## config.mk

```make
export PLATFORM = sky130hd
export DESIGN_NAME = mem_port_arbiter
export DESIGN_NICKNAME = d
export VERILOG_FILES = /design/src/rtl/mem_port_arbiter.sv
export SDC_FILE = /design/constraint.sdc
export NUM_CORES = 1
export LEC_CHECK = 0
export ABC_AREA = 1
export ABC_CLOCK_PERIOD_IN_PS = 1900
export BUFFER_PORTS_ARGS = -buffer_cell sky130_fd_sc_hd__buf_2
export CORE_ASPECT_RATIO = 0.7
export CORE_MARGIN = 2
export CORE_UTILIZATION = 47
export DETAILED_ROUTE_END_ITERATION = 8
export GPL_TIMING_DRIVEN = 0
export PLACE_DENSITY = 0.8
export SYNTH_ARGS = -nofsm -noshare
export SYNTH_HDL_FRONTEND = slang
export SYNTH_SLANG_ARGS = --single-unit
```

## constraint.sdc

```tcl
create_clock -name clk -period 1.9 [get_ports clk]
set_clock_uncertainty 0.2 [all_clocks]
set_input_delay 0.38 -clock clk [delete_from_list [all_inputs] [get_ports clk]]
set_output_delay 0.38 -clock clk [all_outputs]
set_load 0.1 [all_outputs]
```

## src/rtl/mem_port_arbiter.sv

```systemverilog
// mem_port_arbiter: shares a single memory port between an instruction-fetch
// requester (IF) and a data-access requester (MA). Each access occupies the
// port for MEM_LATENCY cycles and completes with a one-cycle valid pulse.
// Optional feature: define MEM_ARB_RR_EN to alternate grants on contention;
// without it, MA always wins when both requesters are eligible.
module mem_port_arbiter #(
    parameter int MEM_LATENCY = 2,
    parameter int AW          = 16,
    parameter int DW          = 16
) (
    input  logic          clk,
    input  logic          rst,
    input  logic          if_req,
    input  logic [AW-1:0] if_addr,
    output logic [DW-1:0] if_rdata,
    output logic          if_valid,
    output logic          if_stall,
    input  logic          ma_req,
    input  logic          ma_we,
    input  logic [AW-1:0] ma_addr,
    input  logic [DW-1:0] ma_wdata,
    output logic [DW-1:0] ma_rdata,
    output logic          ma_valid,
    output logic          ma_stall,
    output logic [AW-1:0] to_mem_addr,
    output logic [DW-1:0] core_to_mem_data,
    output logic          core_to_mem_write_enable,
    input  logic [DW-1:0] from_mem_data
);

    typedef enum logic [1:0] {
        IDLE,
        BUSY_IF,
        BUSY_MA
    } state_t;

    localparam logic [3:0] COUNT_INIT = 4'(MEM_LATENCY - 1);

    state_t        state_q, state_d;
    logic [3:0]    count_q, count_d;
    logic [AW-1:0] memAddr_q, memAddr_d;
    logic [DW-1:0] memWdata_q, memWdata_d;
    logic          memWe_q, memWe_d;
    logic          isStore_q, isStore_d;
    logic [DW-1:0] ifRdata_q, ifRdata_d;
    logic [DW-1:0] maRdata_q, maRdata_d;
    logic          ifValid_q, ifValid_d;
    logic          maValid_q, maValid_d;

    logic          ifEligible;
    logic          maEligible;
    logic          pickMa;
    logic          pickIf;

`ifdef MEM_ARB_RR_EN
    logic          lastGrantMa_q, lastGrantMa_d;
`endif

    // A requester whose valid is up this cycle is still holding req from the
    // access that just finished, so it must not start a duplicate access.
    assign ifEligible = if_req & ~ifValid_q;
    assign maEligible = ma_req & ~maValid_q;

`ifdef MEM_ARB_RR_EN
    // On contention, grant whichever requester did not win the previous grant.
    assign pickMa = maEligible & (~ifEligible | ~lastGrantMa_q);
`else
    // On contention, MA always wins.
    assign pickMa = maEligible;
`endif
    assign pickIf = ifEligible & ~pickMa;

    // Grant, count down the memory latency, then capture data and pulse valid.
    always_comb begin
        state_d    = state_q;
        count_d    = count_q;
        memAddr_d  = memAddr_q;
        memWdata_d = memWdata_q;
        memWe_d    = 1'b0;
        isStore_d  = isStore_q;
        ifRdata_d  = ifRdata_q;
        maRdata_d  = maRdata_q;
        ifValid_d  = 1'b0;
        maValid_d  = 1'b0;
`ifdef MEM_ARB_RR_EN
        lastGrantMa_d = lastGrantMa_q;
`endif
        case (state_q)
            IDLE: begin
                if (pickMa) begin
                    state_d   = BUSY_MA;
                    count_d   = COUNT_INIT;
                    memAddr_d = ma_addr;
                    isStore_d = ma_we;
                    memWe_d   = ma_we;
                    if (ma_we) begin
                        memWdata_d = ma_wdata;
                    end
`ifdef MEM_ARB_RR_EN
                    lastGrantMa_d = 1'b1;
`endif
                end else if (pickIf) begin
                    state_d   = BUSY_IF;
                    count_d   = COUNT_INIT;
                    memAddr_d = if_addr;
                    isStore_d = 1'b0;
`ifdef MEM_ARB_RR_EN
                    lastGrantMa_d = 1'b0;
`endif
                end
            end
            BUSY_IF: begin
                if (count_q == 4'd0) begin
                    ifRdata_d = from_mem_data;
                    ifValid_d = 1'b1;
                    state_d   = IDLE;
                end else begin
                    count_d = count_q - 4'd1;
                end
            end
            BUSY_MA: begin
                if (count_q == 4'd0) begin
                    if (!isStore_q) begin
                        maRdata_d = from_mem_data;
                    end
                    maValid_d = 1'b1;
                    state_d   = IDLE;
                end else begin
                    count_d = count_q - 4'd1;
                end
            end
            default: begin
                state_d = IDLE;
            end
        endcase
    end

    // State registers; reset abandons any in-flight access.
    always_ff @(posedge clk) begin
        if (rst) begin
            state_q    <= IDLE;
            count_q    <= 4'd0;
            memAddr_q  <= '0;
            memWdata_q <= '0;
            memWe_q    <= 1'b0;
            isStore_q  <= 1'b0;
            ifRdata_q  <= '0;
            maRdata_q  <= '0;
            ifValid_q  <= 1'b0;
            maValid_q  <= 1'b0;
`ifdef MEM_ARB_RR_EN
            lastGrantMa_q <= 1'b0;
`endif
        end else begin
            state_q    <= state_d;
            count_q    <= count_d;
            memAddr_q  <= memAddr_d;
            memWdata_q <= memWdata_d;
            memWe_q    <= memWe_d;
            isStore_q  <= isStore_d;
            ifRdata_q  <= ifRdata_d;
            maRdata_q  <= maRdata_d;
            ifValid_q  <= ifValid_d;
            maValid_q  <= maValid_d;
`ifdef MEM_ARB_RR_EN
            lastGrantMa_q <= lastGrantMa_d;
`endif
        end
    end

    assign to_mem_addr              = memAddr_q;
    assign core_to_mem_data         = memWdata_q;
    assign core_to_mem_write_enable = memWe_q;
    assign if_rdata                 = ifRdata_q;
    assign ma_rdata                 = maRdata_q;
    assign if_valid                 = ifValid_q;
    assign ma_valid                 = maValid_q;
    assign if_stall                 = if_req & ~ifValid_q;
    assign ma_stall                 = ma_req & ~maValid_q;

endmodule

```

==> results of run 1 <==
[logic make-up (layout without fill, tap and decap cells)]
| family | count (synthesis) | after routing | synth area share |
|---|---|---|---|
| AOI/OAI and AO/OA | 69 | 69 | 0.1155 |
| adders and majority gates | 5 | 5 | 0.02048 |
| buffers and inverters | 41 | 195 | 0.06798 |
| DFF | 74 | 74 | 0.4848 |
| and+or+nand+nor | 227 | 227 | 0.3112 |
[critical path: stages, from the launching register on]
cell,delay [ns]
dfxtp_2,0.33
inv_1,0.04
nand2_2,0.11
buf_8,0.16
clkinv_8,0.10
buf_12,0.17
[flip-flops by register name, summed over array words and instances, names as in the netlist]
| name | flops |
|---|---|
| core_to_mem_data | 16 |
| if_rdata | 16 |
| ma_rdata | 16 |
| to_mem_addr | 16 |
| count_q | 4 |
| state_q | 2 |
| core_to_mem_write_enable | 1 |
| if_valid | 1 |
| isStore_q | 1 |
| ma_valid | 1 |
[through the flow]
step | hold WS (ns) | util
final | 0.09600 | 0.6538
after global placement | 0.2433 | 0.6134
after detailed placement | 0.2483 | 0.6134
after floorplan | 0.2535 | -
after global routing | 0.07506 | 0.6538
after CTS | 0.07240 | 0.6466
[metal layers]
metal,global-route usage,vias up
met5,0,-
met4,0.07915,0
met3,0.08098,14
met2,0.3893,123
met1,0.2960,1474
li1,-,1633
[synth_stat cells]
master / count / area [µm²]
nand2_4: 2 / 22.52
dfxtp_1: 74 / 1481
nor2_4: 2 / 22.52
nor2_2: 1 / 6.260
a21oi_2: 2 / 17.52
clkbuf_1: 9 / 33.78
buf_6: 1 / 11.26
inv_6: 1 / 8.760
nor2_1: 12 / 45.04
buf_8: 1 / 15.01
nand2_1: 166 / 623.1
ha_1: 5 / 62.56
nand2_2: 4 / 25.02
nand3_1: 38 / 190.2
inv_4: 1 / 6.260
buf_2: 7 / 35.03
buf_4: 5 / 37.54
inv_1: 13 / 48.80
or2_2: 1 / 6.260
nand3_2: 1 / 10.01
a21oi_1: 66 / 330.3
inv_2: 3 / 11.26
o21ai_0: 1 / 5.000
[cell type report]
type	count	area (µm²)
inverters	18	85.08
plain buffers	22	132.6
clock buffers	11	141.4
clock inverters	5	53.80
multi-input cells	301	1366
repair buffers	139	723.2
flip-flops and latches	74	1484
well taps	78	97.59
fillers	555	2162
[path summary, 6_finish.rpt]
check / start / end / cells after the start
setup / recovery: ma_valid / ma_stall / 5
hold / removal: from_mem_data[10] / ma_rdata[10] / 3
setup reg to reg: state_q[0] / core_to_mem_data[13] / 8
hold reg to reg: if_rdata[0] / if_rdata[0] / 2
[power by group]
part	switching, mW	leakage (nW)	internal [mW]	total (mW)
Combinational	2.26	1.30	0.636	2.89
Sequential	0.118	0.604	1.77	1.89
Clock	0.559	0.103	0.639	1.20
[repair_timing]
item | in CTS | in global routing
endpoints found under the setup margin | 1 | 11
pin swaps | 0 | 1
setup buffers | 0 | 4
gates resized for setup | 6 | 4
==> run metrics, run 1 <==
Max Cap Viol 0; via total after detailed routing 3,244; PortBufs 135; Synth Register Bits 74; CP Class flop to output pin; total congestion overflow 0; first-pass GRT wire length 13,630 µm; Boundary Pins 138; routed wire length per instance 12.65 µm; Rel. slew slack 0.6301; Synth cell types 23; total power 5.980 mW; Final Max Slew Viols 0; Synth Instances 416; CP Data Arrival Time 1.26 ns; die area 7172 µm²; P per Cell Area 1464 nW/µm²; met3 WL post-DR 766 µm; RD Place Congestion 0.8360; Overall Global Routing Usage 0.2375; CTS Hold Bufs 0; Clock Sink Count 74; drt first pass iters 4; post-synthesis cell area 3055 µm²; final hold vios 0; # DRC 0; root buffer cell clkbuf_8; Worst-Skew Late Latency 0.33 ns; endpoint class of the critical path output pin; Placed Cells 629; Lkg Pwr 2.004 nW; Total Neg Setup Slack 0 ns; Starting DRT DRC Count 134; Die Span X 100.4 µm; synth-to-layout area growth 33.66%; setup slack after layout 0.06488 ns; largest net degree at the start of global routing 18; min Tclk post-route 1.835 ns; Worst-path clk slew 0.07 ns; sequential area share after synthesis 0.4848; FMAX 0.5449 GHz; Synth Area per Inst 7.345 µm²; Slew @ Worst Pin 0.5548 ns; Setup crit start kind flop; Antenna Violating Nets Remaining 0; DP HPWL 5990 µm; most frequent cells in the layout nand2_1, buf_2, dfxtp_1, a21oi_1, nand3_1; CTS max path bufs 2; CORE AREA 6246 µm²; n_diodes 0; post-route insts no fill 648; mean number of vias per cell 5.006; final net count 639; CTS H-tree depth 3; met2 wire length 3774 µm; post-route cell area 4084 µm²; max layer used met4; Post-DP Area 3831 µm²; Row Count 24; Place WS -0.1117 ns; Met1 Routed Length 3557 µm; syn nets 490; R2R Setup Slk 0.11 ns; VDD IR max 0.7105 mV; final setup violation count 0; min-delay worst type primary input to flop; YS warnings 0; Post-Route WL 8198 µm; commonest non-fill, non-tap cell in the layout nand2_1; critical path required time 1.32 ns; layout cell share with drive strength beyond 1 0.3281; vias in the first global route 3,072; Max Fanout on Critical Path 17; number of buffers created by CTS 9; fin crit share 0.9659; status completed; initial antenna violation count 0; Initial Util 0.4892; CTS tree done; chip height 71.46 µm
Note: power is estimated with default switching activity, not from simulation.
==> run 2: changes to the inputs <==
--- a/config.mk
+++ b/config.mk
@@ -13,7 +13,7 @@
 export CORE_UTILIZATION = 47
 export DETAILED_ROUTE_END_ITERATION = 8
 export GPL_TIMING_DRIVEN = 0
-export PLACE_DENSITY = 0.8
+export PLACE_DENSITY = 0.77
 export SYNTH_ARGS = -nofsm -noshare
 export SYNTH_HDL_FRONTEND = slang
 export SYNTH_SLANG_ARGS = --single-unit
==> run metrics, run 2 (same netlist as run 1, synthesis figures left out) <==
Total Neg Setup Slack 0 ns; Overall Global Routing Usage 0.2366; Fill cells 573; via total after detailed routing 3,157; CP Data Arrival Time 1.24 ns; hold_ws 0.09221 ns; Antenna Violating Nets Remaining 0; Worst-path clk slew 0.09 ns; final setup violation count 0; Rel. slew slack 0.6562; Row Count 24; min Tclk post-route 1.819 ns; root buffer cell clkbuf_8; PortBufs 135; commonest non-fill, non-tap cell in the layout nand2_1; min-delay worst type primary input to flop; total congestion overflow 0; Initial Util 0.4892; number of buffers created by CTS 9; largest net degree at the start of global routing 18; total power 6.098 mW; VDD IR max 0.6127 mV; critical path required time 1.32 ns; Post-DP Area 3831 µm²; post-route insts no fill 648; layout cell share with drive strength beyond 1 0.3298; Max Fanout on Critical Path 17; CTS H-tree depth 3; R2R cell count 8; Clock Sink Count 74; Post-Route WL 7949 µm; Die Span X 100.4 µm; die area 7172 µm²; hold depth 3; Slew @ Worst Pin 0.5156 ns; FMAX 0.5497 GHz; most frequent cells in the layout nand2_1, buf_2, dfxtp_1, a21oi_1, nand3_1; final net count 639; setup slack after layout 0.08074 ns; mean number of vias per cell 4.872; Final Max Slew Viols 0; RD Place Congestion 0.8076; status completed; chip height 71.46 µm; drt first pass iters 4; CP Class flop to output pin; routed wire length per instance 12.27 µm; Worst-Skew Late Latency 0.34 ns; Placed Cells 629; RSZ-0062 raised after global routing no; # DRC 0; Setup crit start kind flop; Place WS -0.1286 ns; CORE AREA 6246 µm²; initial antenna violation count 0; post-layout util 0.6587; post-route cell area 4114 µm²; P per Cell Area 1482 nW/µm²; first-pass GRT wire length 13,690 µm; Starting DRT DRC Count 138; final hold vios 0; vias in the first global route 3,039; synth-to-layout area growth 34.64%; endpoint class of the critical path output pin; CTS max path bufs 2; fin crit share 0.9575; CTS tree done; Boundary Pins 138; Lkg Pwr 2.006 nW; n_diodes 0; Max Cap Viol 0; DP HPWL 6030 µm
==> run 2: changes by cell type in the layout (fill, tap and decap cells not counted) <==
cell / before / now
clkbuf_8: 10 / 9
clkinvlp_4: 0 / 2
bufinv_16: 1 / 2
clkinv_2: 3 / 0
inv_6: 1 / 3
clkbuf_1: 10 / 9
==> run 2: final cells by class <==
class	count	area [µm²]	area share
tap	78	97.59	0.02372
buffer	22	132.6	0.03224
timing repair buffer	139	723.2	0.1758
sequential	74	1484	0.3607
inverter	18	85.08	0.02068
clock buffer	9	123.9	0.03011
clock inverter	7	101.3	0.02463
multi-input combinational	301	1366	0.3321
==> run 2: final timing paths <==
path,end,from,slack [ns]
hold reg to reg,if_rdata[6],if_rdata[6],0.26
setup / recovery,ma_stall,ma_valid,0.08
hold / removal,core_to_mem_data[3],ma_wdata[3],0.09
setup reg to reg,ma_rdata[14],count_q[0],0.15
==> run 2: worst max-delay path: stages, from the launching register on <==
cell and delay (ns):
dfxtp_2 0.32, inv_1 0.04, nand2_2 0.11, buf_8 0.16, clkinv_8 0.09, buf_12 0.17
==> run 2: where the power goes <==
part           total [mW]  internal, mW  switching [mW]
clock                1.35         0.750           0.600
sequential           1.89          1.77           0.119
combinational        2.86         0.626            2.23
==> run 2: layer usage <==
metal,wire length [µm],vias to the layer above,global-route usage
met1,3555,1398,0.3187
met5,0,-,0
li1,-,1631,-
met2,3631,122,0.3699
met3,707,6,0.07122
met4,55,0,0.07154
==> run 2: repair_timing <==
item / 4_1_cts / 5_1_grt
hold buffers: 0 / 0
pin swaps: 0 / 1
setup endpoints to repair: 1 / 9
setup buffers: 0 / 4
resized for setup: 6 / 4
hold endpoints to repair: 0 / 0
